### config.mk
export PLATFORM = sky130hd
export DESIGN_NAME = uart_tx_arbiter
export DESIGN_NICKNAME = d
export VERILOG_FILES = /design/src/rtl/uart_pkg.sv /design/src/rtl/rr_pick.sv /design/src/rtl/uart_tx_arbiter.sv
export SDC_FILE = /design/constraint.sdc
export NUM_CORES = 1
export LEC_CHECK = 0
export ABC_AREA = 1
export CAP_MARGIN = 20
export CORE_AREA = 4 4 253 255
export CTS_CLUSTER_SIZE = 20
export DETAILED_ROUTE_END_ITERATION = 10
export DIE_AREA = 0 0 257 259
export PLACE_DENSITY = 0.51
export SYNTH_ARGS = -nofsm -noshare
export SYNTH_HDL_FRONTEND = slang
export SYNTH_SLANG_ARGS = --single-unit
### constraint.sdc
create_clock -name clk -period 2.13 [get_ports clk]
set_input_delay 0.213 -clock clk [delete_from_list [all_inputs] [get_ports clk]]
set_output_delay 0.213 -clock clk [all_outputs]
set_load 0.01 [all_outputs]
### src/rtl/uart_pkg.sv
// rtl/uart_pkg.sv - shared UART transmitter constants and arbiter state encoding
package uart_pkg;

   localparam logic [3:0] UART_BUSY_IDLE   = 4'd0;
   localparam int         UART_FRAME_BYTES = 16;
   localparam int         PAYLOAD_W        = UART_FRAME_BYTES * 8;

   typedef enum logic [1:0] {
      ARB_IDLE,
      ARB_LAUNCH,
      ARB_WAIT,
      ARB_DONE
   } arbState_t;

endpackage

### src/rtl/rr_pick.sv
// rtl/rr_pick.sv - combinational one-hot requester selector, round-robin from pointer
// UART_ARB_FIXED_PRIO_EN selects the fixed-priority form (lowest index wins, pointer ignored).
module rr_pick #(
   parameter int NUM_REQ = 4,
   parameter int PTR_W   = (NUM_REQ > 1) ? $clog2(NUM_REQ) : 1
) (
   input  logic [NUM_REQ-1:0] req,
   input  logic [PTR_W-1:0]   pointer,
   output logic [NUM_REQ-1:0] winner,
   output logic [PTR_W-1:0]   winnerIdx,
   output logic               valid
);

   always_comb begin
      winner    = '0;
      winnerIdx = '0;
      valid     = 1'b0;
`ifdef UART_ARB_FIXED_PRIO_EN
      for (int i = NUM_REQ - 1; i >= 0; i--) begin
         if (req[i]) begin
            winner    = '0;
            winner[i] = 1'b1;
            winnerIdx = PTR_W'(i);
            valid     = 1'b1;
         end
      end
`else
      // Scan upward from the pointer with wrap; the first requester found wins.
      for (int k = 0; k < NUM_REQ; k++) begin
         if (!valid && req[(int'(pointer) + k) % NUM_REQ]) begin
            winner[(int'(pointer) + k) % NUM_REQ] = 1'b1;
            winnerIdx = PTR_W'((int'(pointer) + k) % NUM_REQ);
            valid     = 1'b1;
         end
      end
`endif
   end

endmodule

### src/rtl/uart_tx_arbiter.sv
// rtl/uart_tx_arbiter.sv - shares one 128-bit-payload UART transmitter among NUM_REQ requesters
// UART_ARB_FIXED_PRIO_EN switches arbitration to fixed priority with the pointer held at 0.
module uart_tx_arbiter #(
   parameter int NUM_REQ       = 4,
   parameter int PAYLOAD_W     = uart_pkg::PAYLOAD_W,
   parameter int START_TIMEOUT = 16,
   parameter int CNT_W         = 5
) (
   input  logic                         clk,
   input  logic                         rst,
   input  logic [NUM_REQ-1:0]           req,
   input  logic [NUM_REQ*PAYLOAD_W-1:0] payload_in,
   output logic [NUM_REQ-1:0]           grant,
   output logic [NUM_REQ-1:0]           ack,
   output logic [PAYLOAD_W-1:0]         uart_payload,
   output logic                         uart_ready,
   input  logic [3:0]                   uart_busy,
   output logic                         err_timeout
);
   import uart_pkg::*;

   localparam int PTR_W = (NUM_REQ > 1) ? $clog2(NUM_REQ) : 1;

   arbState_t          state, stateNext;
   logic [NUM_REQ-1:0] pickOneHot;
   logic [PTR_W-1:0]   pickIdx;
   logic               pickValid;
   logic [PTR_W-1:0]   ptr, winIdx, nextPtr;
   logic [CNT_W-1:0]   cnt;
   logic               busyIdle;
   logic               doGrant, launchSeen, launchTimeout, txDone;

   assign busyIdle = (uart_busy == UART_BUSY_IDLE);

   rr_pick #(
      .NUM_REQ (NUM_REQ),
      .PTR_W   (PTR_W)
   ) uPick (
      .req       (req),
      .pointer   (ptr),
      .winner    (pickOneHot),
      .winnerIdx (pickIdx),
      .valid     (pickValid)
   );

`ifdef UART_ARB_FIXED_PRIO_EN
   assign nextPtr = '0;
`else
   assign nextPtr = (winIdx == PTR_W'(NUM_REQ - 1)) ? '0 : winIdx + PTR_W'(1);
`endif

   always_ff @(posedge clk) begin
      if (rst) state <= ARB_IDLE;
      else     state <= stateNext;
   end

   always_comb begin
      stateNext     = state;
      doGrant       = 1'b0;
      launchSeen    = 1'b0;
      launchTimeout = 1'b0;
      txDone        = 1'b0;
      unique case (state)
         // The transmitter has no reset, so a launch also waits for it to be idle.
         ARB_IDLE: if (pickValid && busyIdle) begin
            doGrant   = 1'b1;
            stateNext = ARB_LAUNCH;
         end
         ARB_LAUNCH: if (!busyIdle) begin
            launchSeen = 1'b1;
            stateNext  = ARB_WAIT;
         end else if (cnt == CNT_W'(START_TIMEOUT - 1)) begin
            launchTimeout = 1'b1;
            stateNext     = ARB_DONE;
         end
         ARB_WAIT: if (busyIdle) begin
            txDone    = 1'b1;
            stateNext = ARB_DONE;
         end
         ARB_DONE: stateNext = ARB_IDLE;
         default:  stateNext = ARB_IDLE;
      endcase
   end

   always_ff @(posedge clk) begin
      if (rst) begin
         grant        <= '0;
         ack          <= '0;
         err_timeout  <= 1'b0;
         uart_ready   <= 1'b1;
         uart_payload <= '0;
         ptr          <= '0;
         winIdx       <= '0;
         cnt          <= '0;
      end else begin
         ack         <= '0;
         err_timeout <= 1'b0;
         if (doGrant) begin
            grant        <= pickOneHot;
            winIdx       <= pickIdx;
            uart_payload <= payload_in[int'(pickIdx)*PAYLOAD_W +: PAYLOAD_W];
            uart_ready   <= 1'b0;
            cnt          <= '0;
         end
         if (state == ARB_LAUNCH) cnt <= cnt + CNT_W'(1);
         if (launchSeen || launchTimeout) uart_ready <= 1'b1;
         if (launchTimeout) err_timeout <= 1'b1;
         // ack is visible during DONE, alongside the still-held grant.
         if (launchTimeout || txDone) ack <= grant;
         if (state == ARB_DONE) begin
            grant <= '0;
            ptr   <= nextPtr;
         end
      end
   end

endmodule

Yosys cells after proc, flatten, opt, wreduce, memory -nomap -nowiden

Cells that the tools add are included.

Register bits: 149
Logic and storage cells: 110

Bitwise gates (word level): 7
Reductions and logical operators: 23
Shift operators: 1
Multiplexer cells: 49
Equal/unequal tests: 8
Add/subtract/negate cells: 5
$lt $le $gt $ge: 8

Operators with widths:

| kind                                                               | number |
|---|---|
| indexed part select 512 x 10 -> 128 bit                            | 1 |
| two-way mux 1 bit                                                  | 25 |
| two-way mux 2 bit                                                  | 9 |
| two-way mux 4 bit                                                  | 4 |
| less-than comparator 3 x 4 -> 1 bit (second input constant)        | 3 |
| bitwise OR 4 bit                                                   | 3 |
| OR reduction 2 bit                                                 | 6 |
| two-way mux 5 bit                                                  | 2 |
| greater-or-equal comparator 3 x 1 -> 1 bit (second input constant) | 3 |
| binary-select mux 1 bit (select 2 bit)                             | 4 |
| demux 1 bit (select 2 bit)                                         | 4 |
| logical AND 1 bit                                                  | 8 |
| one-hot mux 2 bit (4 select lines)                                 | 1 |
| == test 2 bit (second input constant)                              | 3 |
| adder 5 x 1 -> 5 bit (second input constant)                       | 1 |
| == test 5 x 4 -> 1 bit (second input constant)                     | 1 |
| adder 2 x 1 -> 2 bit (second input constant)                       | 2 |
| adder 2 bit (second input constant)                                | 2 |
| zero test 4 bit                                                    | 1 |
| inequality test 2 bit (second input constant)                      | 2 |
| bitwise AND 1 bit (first input constant)                           | 3 |
| zero test 1 bit                                                    | 3 |
| less-than comparator 2 x 3 -> 1 bit (second input constant)        | 1 |
| inequality test 3 bit (second input constant)                      | 1 |
| 7 further kinds                                                    | 8 |

Longest topological paths before layout

Word-level depth: 19
Gate-level depth with buffers: 17
Mapped depth without buffers: 15

By module

A second synthesis with hierarchy kept.

Cell total of the unflattened synthesis: 1470
Area total of the unflattened synthesis: 9753.1 sq um

Modules (own cells, without submodules):

| module          | area each (sq um) | seq. area each (sq um) | cells an instance | instances |
|---|---|---|---|---|
| uart_tx_arbiter | 9312.7            | 2982.9                 | 1396              | 1 |
| rr_pick         | 440.4             | 0.0                    | 74                | 1 |

Least setup slack after synthesis

Ideal clock, no wire load.

Path kind: register to register
From: register ptr[0]
To: register uart_payload[0]
Data required time: 2.021 ns
Buffers on the path: 3
Data arrival time: 2.184 ns
Path slack: -0.163 ns
Clock period less this slack: 2.293 ns
Stages on the path, launching flop included: 16
Cell sequence: dfxtp_1 > buf_4 > inv_4 > ha_1 > inv_1 > nand3_1 > and2_1 > inv_2 > nand3_2 > nand3_4 > inv_2 > buf_2 > buf_2 > o21a_1 > nand2_1 > inv_1

Cells in the longest elaborated chain, start to end: 15

Ends and longest elaborated chain:

| item                                                          | RTL line               | text |
|---|---|---|
| start: declaration                                            | uart_tx_arbiter.sv:28  | `logic [PTR_W-1:0] ptr, winIdx, nextPtr;` |
| start signal: assignment                                      | uart_tx_arbiter.sv:112 | `ptr <= nextPtr;` |
| branches (longest 15 deep; another with adder 2 x 1 -> 2 bit) | -                      |  |
| end signal: assignment                                        | uart_tx_arbiter.sv:101 | `uart_payload <= payload_in[int'(pickIdx)*PAYLOAD_W +: PAYLOAD_W];` |
| end: declaration                                              | uart_tx_arbiter.sv:15  | `output logic [PAYLOAD_W-1:0] uart_payload,` |

Several ways; the timed one is not identified. The select of a mux whose other input is x is not followed.
A chain may end at the register's enable or synchronous reset.

Worst setup path after layout

From: register ptr[0]
To: register uart_payload[26]

The elaborated chain is that of the path after synthesis.

==> results.cfg <==
[logic_synthesis]
synth_xor_area_share_pct = 0
synth.distinct_cells = 34
synth-compound-area-share_pct = 11.9
yosysMostFrequentCell = nand2_1
ys_warn_count = 0
synth_top_area_share_pct = 27.6
synth_top_family_by_area = simple AND/OR/NAND/NOR gates
synth_edf_count = 0
yosys.area_share.simple_pct = 46.1
ys_top_cells_by_area = dfxtp_1 28%, nand2_1 22%, nand3_1 13%
netlist_area_um2 = 10800
ys_seq_area_share_pct = 27.6
synthArstFlopShare_pct = 0
synthMuxAreaShare_pct = 0
ys_seq_elements = 149
ys.flop_type = dfxtp_1
postSynthCellCount = 1802
synth.net_count = 2336
avgSynthCellArea_um2 = 6.00
synth_common_cells = 624 x nand2_1, 283 x nand3_1, 202 x inv_1
synthAdderAreaFrac_pct = 1.39
synth_largest_area_cell = dfxtp_1

[timing]
finalCriticalPeriod_ns = 2.38
setup_viol = 133
fin_crit_sh_pct = 112
timing.setup.tns_ns = -20.48
fin_ws_ns = -0.247
max_freq_ghz = 0.421
clock_skew_ns = 0.0217
hold_viol = 0
rsz0062_at_grt = yes
relSlewSlack_pct = 71.1
worst_slew_pin_slew_ns = 0.432
finalMaxSlewViolations = 0

[setup_path]
rrSetupSlack_ns = -0.25
crit_type = register to register
crit_path_max_fanout = 7
end_kind = register
arrival_ns = 2.77
crit_required_ns = 2.52
timing.rr.start = ptr[0]
r2r_cells = 17
rr_endpoint = uart_payload[26]
start_kind = register

[detailed_routing]
ant_nets = 0
vias_per_cell = 4.40
dr_total_vias = 14800
wirelength_um = 67000
drc = 0
drtPass1Iterations = 5
wl_per_cell_um = 19.9
first_iter_violations = 839

[grt]
antenna_found_initial = 7
overflow = 0
grt_pass1_vias = 14600
grt_usage_pct = 18.0
grt_pass1_wl_um = 91000
grt_max_degree = 60

[clock_tree]
clkTransAtPathRegs_ns = 0.07
cts.sink_count = 149
cts_root_buf = clkbuf_16
cts_buffer_depth = 2
cts_tree = done
cts_htree_levels = 4
cts_buffers = 17
clock_latency_ns = 0.49

[flow_run]
drv_cap = 0

[final_layout]
finalInstanceArea_um2 = 22200
syn2layout_area_growth_pct = 105
nets = 3045
drive_gt1_share_pct = 17.6

[worst_hold_path]
hp-class = input pin to register
min_to = uart_payload[12]
min-delay-start = payload_in[12]
whs_path_depth = 3

[run_status]
failed_checks = setup timing
status = finished with violations

[floorplanning]
design.die.area_um2 = 66600
fp.dieH_um = 259
start_util_pct = 17.6
dieWidth_um = 257
io_pins = 660
core-area_um2 = 61600
fp-row-count = 91

[place]
place_hpwl_um = 47600
placed_area_um2 = 19200
numPortBuffers = 659
gp_congestion = 0.938

[pwr]
power_mw = 15.1
power_leakage_nw = 9.38
peakVddDrop_mv = 0.602
p_per_area_nw_per_um2 = 681
[registers in the layout, indices dropped and copies added (netlist names), 2 cells and up]
| name | cells |
|---|---|
| cnt | 5 |
| winIdx | 2 |
| uart_payload | 128 |
| state | 2 |
| grant | 4 |
| ack | 4 |
| ptr | 2 |
[cell usage in the layout (no fill, tap or decap), types with 2 or more instances in the layout]
| cell | count |
|---|---|
| o21a_1 | 101 |
| nand3b_1 | 109 |
| clkinv_4 | 5 |
| clkbuf_1 | 2 |
| buf_12 | 45 |
| buf_16 | 17 |
| inv_6 | 3 |
| nand3_1 | 184 |
| a21oi_2 | 42 |
| nand3_4 | 14 |
| nand2_2 | 58 |
| nor2_4 | 2 |
| buf_6 | 8 |
| inv_4 | 3 |
| clkbuf_16 | 31 |
| a21oi_4 | 3 |
| nand2_4 | 27 |
| clkdlybuf4s50_1 | 659 |
| buf_4 | 66 |
| o21ai_0 | 12 |
| inv_1 | 199 |
| bufbuf_16 | 4 |
| nor2_1 | 71 |
| dfxtp_1 | 147 |
| nand3_2 | 90 |
| ha_1 | 11 |
| diode_2 | 5 |
| nand2_1 | 542 |
| a41oi_1 | 4 |
| a21oi_1 | 27 |
| buf_8 | 9 |
| clkbuf_8 | 4 |
| a22oi_1 | 4 |
| clkinvlp_4 | 2 |
[worst max-delay path, cell delays in order (launching register included)]
cell and delay [ns]:
dfxtp_4 0.37, inv_6 0.04, buf_12 0.12, buf_6 0.12, nand2_2 0.07, nand3_2 0.11
nand2_4 0.11, buf_4 0.13, nand4_1 0.16, buf_4 0.19, a21oi_4 0.14, buf_12 0.14
buf_12 0.10, clkbuf_16 0.16, nand2_4 0.04, a21oi_2 0.09, buf_4 0.13, nor2_2 0.03
[per-stage QoR]
step	setup WS, ns	hold slack, ns	instances	utilization, %
2_1_floorplan	-0.0183	0.349	1802	-
3_3_place_gp	-0.376	0.458	3278	31.1
3_5_place_dp	-0.428	0.456	3278	31.1
4_1_cts	-0.184	0.270	3334	33.4
5_1_grt	-0.353	0.303	3364	36.0
6_report	-0.247	0.325	3366	36.0
[where the power goes]
group | switching [mW] | internal (mW) | total (mW)
registers | 0.130 | 2.98 | 3.11
clock network | 1.44 | 1.74 | 3.18
logic | 4.60 | 4.22 | 8.83
total | 6.17 | 8.94 | 15.1
[metal layers]
layer  global-route usage (%)  vias to the layer above  wire length, um
li1                         -                     7184                -
met1                     20.6                     6922            26300
met2                     31.4                      591            33200
met3                     5.95                      113             5150
met4                     6.67                        6             2350
met5                        0                        -               30
[repair_timing]
action	in CTS	in global routing
buffers inserted	14	11
cloned	12	17
pin swaps	14	76
setup endpoints to repair	136	142
hold buffers	0	0
resized for setup	73	266
[worst max path at each step]
stage	start	to	slack, ns	cells past startpoint
final	ptr[0]	uart_payload[26]	-0.25	17
after global routing	ptr[0]	uart_payload[46]	-0.35	17
after CTS	ptr[0]	uart_payload[82]	-0.18	15
after detailed placement	req[1]	uart_payload[47]	-0.43	13
after global placement	req[2]	uart_payload[47]	-0.38	14
after floorplan	ptr[0]	uart_payload[10]	-0.02	14
[cell families (layout without fill, tap and decap cells)]
logic type | Yosys count | in the layout
AND/OR/NAND/NOR | 1103 | 1103
buffers and inverters | 339 | 1061
AO/OA/AOI/OAI | 199 | 199
flip-flops | 149 | 149
adder cells (fa/ha/maj) | 12 | 12
other | 0 | 5
[cell type report]
type	instances	area, um2
Inverter	207	811
Clock buffer	23	488
Sequential cell	149	2990
Fill cell	6480	39400
Antenna cell	5	12.5
Tap cell	837	1050
Timing Repair Buffer	822	9170
Clock inverter	9	95.1
Multi-Input combinational cell	1314	7570
Note: power is estimated with default switching activity, not from simulation.
